[src/rtl/spi_pkg.sv]
// Shared constants and FSM state encoding for the SPI responder.
package spi_pkg;

  localparam int unsigned CMD_BITS   = 8;
  localparam int unsigned BYTE_CNT_W = 12;
  localparam logic [CMD_BITS-1:0] RD_CMD_DEF = 8'h03;

  typedef enum logic [2:0] {
    IDLE,
    CMD,
    ADDR,
    DATA_RX,
    DATA_TX
  } spi_state_e;

endpackage

[src/rtl/spi_sync_edge.sv]
// Two-flop synchronizer plus history flop; emits registered rise/fall strobes
// aligned with the history-stage level (3 clk from pin to strobe).
module spi_sync_edge #(
  parameter logic RST_VAL = 1'b0
) (
  input  logic clk,
  input  logic rst,
  input  logic d_i,
  output logic level_o,
  output logic rise_o,
  output logic fall_o
);

  logic meta_q, sync_q, hist_q, rise_q, fall_q;

  always_ff @(posedge clk) begin
    if (!rst) begin
      meta_q <= RST_VAL;
      sync_q <= RST_VAL;
      hist_q <= RST_VAL;
      rise_q <= 1'b0;
      fall_q <= 1'b0;
    end else begin
      meta_q <= d_i;
      sync_q <= meta_q;
      hist_q <= sync_q;
      rise_q <= sync_q & ~hist_q;
      fall_q <= ~sync_q & hist_q;
    end
  end

  assign level_o = hist_q;
  assign rise_o  = rise_q;
  assign fall_o  = fall_q;

endmodule

[src/rtl/spi_slave.sv]
// SPI mode-0 responder: cmd byte, address, then data bytes in (write) or out (read).
module spi_slave
  import spi_pkg::*;
#(
  parameter int unsigned         ADDR_WIDTH = 24,
  parameter logic [CMD_BITS-1:0] RD_CMD     = RD_CMD_DEF
) (
  input  logic                  clk,
  input  logic                  rst,
  input  logic                  spi_sck,
  input  logic                  spi_cs,
  input  logic                  spi_sdi,
  output logic                  spi_sdo,
  output logic                  spi_sdo_oe,
  output logic                  busy,
  output logic                  cmd_vld,
  output logic [CMD_BITS-1:0]   cmd,
  output logic                  addr_vld,
  output logic [ADDR_WIDTH-1:0] addr,
  output logic                  rx_vld,
  output logic [7:0]            rx_data,
  output logic                  tx_req,
  input  logic [7:0]            tx_data,
  output logic [BYTE_CNT_W-1:0] byte_cnt,
  output logic                  frame_done
);

  localparam int unsigned BIT_CNT_W = 6;

  logic sck_rise, sck_fall, cs_rise, cs_fall, sdi_lvl;
  logic sck_lvl_unused, cs_lvl_unused, sdi_rise_unused, sdi_fall_unused;

  // CS chain resets low: after any reset CS must be seen high before a frame can start.
  spi_sync_edge u_sync_sck (.clk(clk), .rst(rst), .d_i(spi_sck), .level_o(sck_lvl_unused),
                            .rise_o(sck_rise), .fall_o(sck_fall));
  spi_sync_edge u_sync_cs  (.clk(clk), .rst(rst), .d_i(spi_cs), .level_o(cs_lvl_unused),
                            .rise_o(cs_rise), .fall_o(cs_fall));
  spi_sync_edge u_sync_sdi (.clk(clk), .rst(rst), .d_i(spi_sdi), .level_o(sdi_lvl),
                            .rise_o(sdi_rise_unused), .fall_o(sdi_fall_unused));

  spi_state_e            state_q, state_d;
  logic [BIT_CNT_W-1:0]  bit_cnt_q, bit_cnt_d;
  logic [ADDR_WIDTH-1:0] sh_q, sh_d, sh_in;
  logic [CMD_BITS-1:0]   cmd_q, cmd_d;
  logic [ADDR_WIDTH-1:0] addr_q, addr_d;
  logic [7:0]            rx_data_q, rx_data_d, tx_sh_q, tx_sh_d;
  logic [BYTE_CNT_W-1:0] byte_cnt_q, byte_cnt_d;
  logic sdo_q, sdo_d, oe_q, oe_d, busy_q, busy_d, tx_ld_q;
  logic cmd_vld_q, cmd_vld_d, addr_vld_q, addr_vld_d, rx_vld_q, rx_vld_d;
  logic tx_req_q, tx_req_d, frame_done_q, frame_done_d;

  assign sh_in = {sh_q[ADDR_WIDTH-2:0], sdi_lvl};

  always_comb begin
    state_d      = state_q;
    bit_cnt_d    = bit_cnt_q;
    sh_d         = sh_q;
    cmd_d        = cmd_q;
    addr_d       = addr_q;
    rx_data_d    = rx_data_q;
    tx_sh_d      = tx_sh_q;
    byte_cnt_d   = byte_cnt_q;
    sdo_d        = sdo_q;
    cmd_vld_d    = 1'b0;
    addr_vld_d   = 1'b0;
    rx_vld_d     = 1'b0;
    tx_req_d     = 1'b0;
    frame_done_d = 1'b0;

    // User byte arrives one clk after tx_req; the next sck_fall is always later.
    if (tx_ld_q) tx_sh_d = tx_data;

    if (cs_rise) begin
      if (state_q != IDLE) begin
        state_d      = IDLE;
        frame_done_d = 1'b1;
        sdo_d        = 1'b0;
      end
    end else begin
      unique case (state_q)
        IDLE: begin
          if (cs_fall) begin
            state_d    = CMD;
            bit_cnt_d  = '0;
            byte_cnt_d = '0;
            sdo_d      = 1'b0;
          end
        end
        CMD: begin
          if (sck_rise) begin
            sh_d = sh_in;
            if (bit_cnt_q == BIT_CNT_W'(CMD_BITS - 1)) begin
              cmd_d     = sh_in[CMD_BITS-1:0];
              cmd_vld_d = 1'b1;
              bit_cnt_d = '0;
              state_d   = ADDR;
            end else begin
              bit_cnt_d = bit_cnt_q + BIT_CNT_W'(1);
            end
          end
        end
        ADDR: begin
          if (sck_rise) begin
            sh_d = sh_in;
            if (bit_cnt_q == BIT_CNT_W'(ADDR_WIDTH - 1)) begin
              addr_d     = sh_in;
              addr_vld_d = 1'b1;
              bit_cnt_d  = '0;
              if (cmd_q == RD_CMD) begin
                tx_req_d = 1'b1;
                state_d  = DATA_TX;
              end else begin
                state_d  = DATA_RX;
              end
            end else begin
              bit_cnt_d = bit_cnt_q + BIT_CNT_W'(1);
            end
          end
        end
        DATA_RX: begin
          if (sck_rise) begin
            sh_d = sh_in;
            if (bit_cnt_q == BIT_CNT_W'(7)) begin
              rx_data_d = sh_in[7:0];
              rx_vld_d  = 1'b1;
              bit_cnt_d = '0;
              if (byte_cnt_q != '1) byte_cnt_d = byte_cnt_q + BYTE_CNT_W'(1);
            end else begin
              bit_cnt_d = bit_cnt_q + BIT_CNT_W'(1);
            end
          end
        end
        DATA_TX: begin
          if (sck_fall) begin
            sdo_d   = tx_sh_q[7];
            tx_sh_d = {tx_sh_q[6:0], 1'b0};
          end else if (sck_rise) begin
            if (bit_cnt_q == BIT_CNT_W'(7)) begin
              tx_req_d  = 1'b1;
              bit_cnt_d = '0;
              if (byte_cnt_q != '1) byte_cnt_d = byte_cnt_q + BYTE_CNT_W'(1);
            end else begin
              bit_cnt_d = bit_cnt_q + BIT_CNT_W'(1);
            end
          end
        end
        default: state_d = IDLE;
      endcase
    end

    busy_d = (state_d != IDLE);
    oe_d   = (state_d != IDLE);
  end

  always_ff @(posedge clk) begin
    if (!rst) begin
      state_q      <= IDLE;
      bit_cnt_q    <= '0;
      sh_q         <= '0;
      cmd_q        <= '0;
      addr_q       <= '0;
      rx_data_q    <= '0;
      tx_sh_q      <= '0;
      byte_cnt_q   <= '0;
      sdo_q        <= 1'b0;
      oe_q         <= 1'b0;
      busy_q       <= 1'b0;
      tx_ld_q      <= 1'b0;
      cmd_vld_q    <= 1'b0;
      addr_vld_q   <= 1'b0;
      rx_vld_q     <= 1'b0;
      tx_req_q     <= 1'b0;
      frame_done_q <= 1'b0;
    end else begin
      state_q      <= state_d;
      bit_cnt_q    <= bit_cnt_d;
      sh_q         <= sh_d;
      cmd_q        <= cmd_d;
      addr_q       <= addr_d;
      rx_data_q    <= rx_data_d;
      tx_sh_q      <= tx_sh_d;
      byte_cnt_q   <= byte_cnt_d;
      sdo_q        <= sdo_d;
      oe_q         <= oe_d;
      busy_q       <= busy_d;
      tx_ld_q      <= tx_req_q;
      cmd_vld_q    <= cmd_vld_d;
      addr_vld_q   <= addr_vld_d;
      rx_vld_q     <= rx_vld_d;
      tx_req_q     <= tx_req_d;
      frame_done_q <= frame_done_d;
    end
  end

  assign spi_sdo    = sdo_q;
  assign spi_sdo_oe = oe_q;
  assign busy       = busy_q;
  assign cmd_vld    = cmd_vld_q;
  assign cmd        = cmd_q;
  assign addr_vld   = addr_vld_q;
  assign addr       = addr_q;
  assign rx_vld     = rx_vld_q;
  assign rx_data    = rx_data_q;
  assign tx_req     = tx_req_q;
  assign byte_cnt   = byte_cnt_q;
  assign frame_done = frame_done_q;

endmodule

[config.mk]
export PLATFORM = sky130hd
export DESIGN_NAME = spi_slave
export DESIGN_NICKNAME = d
export VERILOG_FILES = /design/src/rtl/spi_pkg.sv /design/src/rtl/spi_sync_edge.sv /design/src/rtl/spi_slave.sv
export SDC_FILE = /design/constraint.sdc
export NUM_CORES = 1
export LEC_CHECK = 0
export ABC_CLOCK_PERIOD_IN_PS = 2800
export CELL_PAD_IN_SITES_DETAIL_PLACEMENT = 1
export CELL_PAD_IN_SITES_GLOBAL_PLACEMENT = 2
export CORE_MARGIN = 8
export CORE_UTILIZATION = 34
export CTS_CLUSTER_SIZE = 16
export DETAILED_ROUTE_END_ITERATION = 10
export GPL_TIMING_DRIVEN = 0
export PLACE_DENSITY = 0.86
export SYNTH_ARGS = -nofsm -noshare
export SYNTH_HDL_FRONTEND = slang
export SYNTH_SLANG_ARGS = --single-unit
[constraint.sdc]
create_clock -name clk -period 2.8 [get_ports clk]
set_input_delay 0.56 -clock clk [delete_from_list [all_inputs] [get_ports clk]]
set_output_delay 0.56 -clock clk [all_outputs]
set_load 0.02 [all_outputs]
# --- Word level (Yosys, flattened, before mapping) ---
# Index checks and enable logic that the tools add are counted.
# Widths: inputs -> output; s select.
totals:
  in_bits: 13
  ff_bits: 113
op_classes:
  addsub: 2
  eq_ne: 14
  bitwise: 14
  reduce_logical: 21
  mux: 40
ops:
  columns: ["cell", "n"]
  rows:
  - ["$mux 12", 5]
  - ["$mux 6", 6]
  - ["$pmux 12 s3", 1]
  - ["$mux 8", 4]
  - ["$mux 3", 8]
  - ["$pmux 6 s4", 1]
  - ["$reduce_and 4->1", 5]
  - ["$add 12x1->12 const B", 1]
  - ["$mux 1", 12]
  - ["$ne 12x12->1 const B", 1]
  - ["$pmux 3 s4", 1]
  - ["$reduce_bool 3->1", 4]
  - ["$not 1->1", 10]
  - ["$reduce_or 3->1", 3]
  - ["$eq 8x2->1 const B", 1]
  - ["$add 6x1->6 const B", 1]
  - ["$eq 3x2->1 const B", 2]
  - ["$eq 6x3->1 const B", 1]
  - ["$eq 6x5->1 const B", 1]
  - ["$ne 3x1->1 const B", 2]
  - ["$reduce_or 2->1", 3]
  - ["$reduce_and 5->1", 1]
  - ["$and 1x1->1", 4]
  - ["$ne 2x1->1 const B", 2]
  - ["9 further kinds", 11]

# --- Depth between registers and ports, before layout ---
logic_depth:
  word_depth: 7
  mapped_depth: 7
  ltp_nobuf: 6

# --- By module ---
# A second synthesis with hierarchy kept.
hier_totals:
  hier_cells: 544
  area_unflattened_um2: 4738.3
by_module_without_submodules:
  columns: ["mod", "n_inst", "area_per_inst_um2", "seq_area_each_um2", "cells_each"]
  rows:
  - ["spi_slave", 1, 4317.9, 2001.9, 514]
  - ["spi_sync_edge", 3, 140.1, 100.1, 10]

# --- Worst setup path before layout ---
# OpenSTA, ideal clock, no wires.
synth_timing:
  path_type: "register to register"
  from: "register bit_cnt_q[0]"
  to: "register addr_q[6], in the netlist addr[6]"
  setup_slack_ns: 0.925
  stages_incl_launch_ff: 8
  setup_time_ns: 0.070
  t_required_ns: 2.730
  t_arrival_ns: 1.804
  synth_period_minus_slack_ns: 1.875
  path_cell_list: "dfxtp_1 > ha_1 > nor4bb_1 > nand4_1 > nor3_2 > clkbuf_1 > nand2_1 > a21oi_1"
synth_between:
  elab_chain_len: 2
synth_rtl:
  columns: ["element", "line", "rtl"]
  rows:
  - ["start: declaration", "spi_slave.sv:42", "logic [BIT_CNT_W-1:0] bit_cnt_q, bit_cnt_d;"]
  - ["start signal: assignment", "spi_slave.sv:176", "bit_cnt_q <= bit_cnt_d;"]
  - ["$eq 6x5->1", "spi_slave.sv:105", "if (bit_cnt_q == BIT_CNT_W'(ADDR_WIDTH - 1)) begin"]
  - ["$reduce_and 4->1 (no line)", null, null]
  - ["end signal: assignment", "spi_slave.sv:179", "addr_q <= addr_d;"]
  - ["end: declaration", "spi_slave.sv:45", "logic [ADDR_WIDTH-1:0] addr_q, addr_d;"]
# Every way passes these cells.
# A chain may end at the register's enable or synchronous reset.

# --- Worst setup path in the final report ---
layout_timing:
  from: "register bit_cnt_q[0]"
  to: "register addr_q[8], in the netlist addr[8]"
# The elaborated chain is that of the path after synthesis.

==> results <==
[sequential cells by signal (all words and copies together) (netlist names), 3 cells and up]
register	cells
byte_cnt	12
sh_q	23
cmd	8
state_q	3
rx_data	8
bit_cnt_q	6
tx_sh_q	8
addr	24
[final cells by class]
class,count,area [um^2],share of cell area
plain buffers,30,121,0.0204
well taps,172,215,0.0362
multi-input cells,358,1980,0.334
clock buffers,27,523,0.0879
clock inverters,4,95.1,0.0160
inverters,6,22.5,0.00379
repair buffers,73,726,0.122
flip-flops and latches,113,2260,0.380
[critical path, stage by stage, from the launching register on]
cell and delay, ns:
dfxtp_1 0.37, ha_1 0.26, nor4bb_2 0.48, nand4_1 0.19, nor3_2 0.39, clkbuf_1 0.37
nand2_1 0.12, a21oi_1 0.16
[metrics by stage]
| step | instance area, um^2 | hold WS (ns) |
|---|---|---|
| 2_1_floorplan | 4380 | 0.383 |
| 3_3_place_gp | 5320 | 0.395 |
| 3_5_place_dp | 5320 | 0.402 |
| 4_1_cts | 5940 | 0.412 |
| 5_1_grt | 5950 | 0.417 |
| 6_report | 5950 | 0.408 |
[power by group through the flow]
stage                     sequential, mW  combinational [mW]  clock [mW]
final                               1.62              0.0741        2.25
after global routing                1.62              0.0811        2.37
after floorplan                     1.65              0.0360           0
after CTS                           1.62              0.0747        2.29
after global placement              1.65              0.0727           0
after detailed placement            1.65              0.0746           0
[synth_stat cells, drive strengths merged (7+ instances only)]
library cell  number
dfxtp            113
nand2            111
a21oi             62
nor2              33
mux2i             25
clkbuf            24
and2              13
nand3             12
o21ai              9
or3                9
a211oi             7
nand4              7
[metal layers]
layer / wire (um) / share of wire / vias to the layer above / GRT usage
met4: 281 / 0.023 / 0 / 0.0745
met5: 0 / 0 / - / 0
met3: 547 / 0.045 / 21 / 0.0448
li1: - / - / 1933 / -
met2: 5780 / 0.47 / 66 / 0.251
met1: 5570 / 0.46 / 1885 / 0.179
[what timing repair did]
item                                    CTS  global route
setup buffers                             0             0
resized for setup                         0             1
endpoints found under the setup margin    0             1
hold buffers                              0             0
endpoints found under the hold margin     0             0
[layout by cell type (no fill, tap or decap), types with 5 or more instances in the layout]
cell type and count:
mux2i_1 25, a21oi_1 62, o21ai_1 7, inv_1 5, nor2b_1 5, and2_1 13, clkdlybuf4s50_1 72, nor2_1 33
nand4_1 7, clkbuf_1 28, a211oi_1 7, clkbuf_16 17, and3_1 6, nand2_1 111, or3_1 9, clkbuf_8 6
dfxtp_1 113, nand3_1 12
[kinds of logic (layout without fill, tap and decap cells)]
logic type	count (synthesis)	after routing	share of synthesized area
AO/OA/AOI/OAI	94	94	0.122
XOR/XNOR	4	4	0.00799
AND/OR/NAND/NOR	232	232	0.256
adder cells (fa/ha/maj)	2	2	0.00571
buffers and inverters	36	140	0.0328
multiplexers	26	26	0.0596
flip-flops	113	113	0.516
[final timing paths]
| path | startpoint | to | slack, ns |
|---|---|---|---|
| worst max-delay path | bit_cnt_q[0]$_SDFFE_PN0P_ | addr[8]$_SDFFE_PN0P_ | 0.39 |
| worst max register to register | bit_cnt_q[0]$_SDFFE_PN0P_ | addr[8]$_SDFFE_PN0P_ | 0.39 |
| worst min-delay path | u_sync_cs.sync_q$_SDFF_PN0_ | u_sync_cs.fall_o$_SDFF_PN0_ | 0.41 |
| worst min register to register | u_sync_cs.sync_q$_SDFF_PN0_ | u_sync_cs.fall_o$_SDFF_PN0_ | 0.41 |
==> results.toml <==
[run_status]
outcome = "completed"

[power]
p_total_mw = 3.94
p_int_mw = 3.18
switching_share = 0.193
pwr-share-clk = 0.570
powerDensity_nw_per_um2 = 663
power.leakage_nw = 2.07
ir_drop_v = 0.000354
p_sw_mw = 0.761
p_seq_frac = 0.411
p_comb_frac = 0.019

[sta]
fmax_mhz = 414
worstMarginPinSlew_ns = 0.723
period_needed_ns = 2.41
finalHoldViolCount = 0
period_share = 0.862
rsz0062_at_grt = "false"
setup_violations = 0
fin_skew_ns = 0.00840
fin_ws_ns = 0.387
fin_setup_tns_ns = 0
max_slew_margin = 0.514
drv_slew = 0

[logic_synthesis]
synth_area_leaders = "dfxtp_1 52%, nand2_1 9.5%, a21oi_1 7.1%"
ys_seq_area_frac = 0.516
synth-seq-cells = 113
synth_top_area_frac = 0.516
synth_area_per_cell_um2 = 8.65
synthCells = 507
synth_largest_area_cell = "dfxtp_1"
syn_nets = 522
synth_area_um2 = 4380
synth_warnings = 0
synth_cell_types = 50
synth-edff-count = 0
synth_ff_type = "dfxtp_1"
synth-async-reset-ratio = 0

[detailed_routing]
drcViolationCount = 0
vias_per_cell = 4.99
ant_nets = 0
routed_wl_mm = 12.2
drtIter0Drc = 144
drt-wirelength-per-cell_um = 15.6
dr_total_vias = 3905
firstDrtPassIters = 4

[placed_design]
preCtsSetupSlack_ns = 0.195
portBuffers = 72
dp_cells = 751
gp_congestion = 0.803
hpwlAfterDp_mm = 8.71

[clock_network]
clock_latency_ns = 0.41
cts_sinks = 113
cts.path.max_buffers = 2
cts_tree = "built"
clock-root-buffer = "clkbuf_16"
h-tree-depth = 4
cts_made_buffers = 17
clkSlewWorstSetupHoldPaths_ns = 0.05

[global_route]
antenna_found_initial = 0
grt-ovfl-total = 0
grt_max_degree = 17
grt_pass1_wl_mm = 20.2
grt_pass1_vias = 4119
grt_usage = 0.153

[die]
fp.dieW_um = 130
die_h_um = 130
die-area_um2 = 16800
rows = 41
io_pins = 73
initial_core_util = 0.347
coreArea_um2 = 12600

[critical_path]
critPathLaunchType = "register"
critical_path_class = "reg -> reg"
crit_path_end_kind = "register"
r2r_cells = 7
cp_max_fo = 10
cp.required_ns = 3.13
worstPathArrival_ns = 2.75

[finish]
diodes = 0
final.fill_count = 1503
fin_nets = 614
areaGrowthSynthToFinish_pct = 35.7
final_cell_count_no_fill = 783
drive_gt1_frac = 0.0622
final_util = 0.471

[flow_run]
drv_cap = 0

[worst_hold_path]
hp-class = "reg -> reg"
hold_depth = 1
Power figures use the tool's default switching activity.
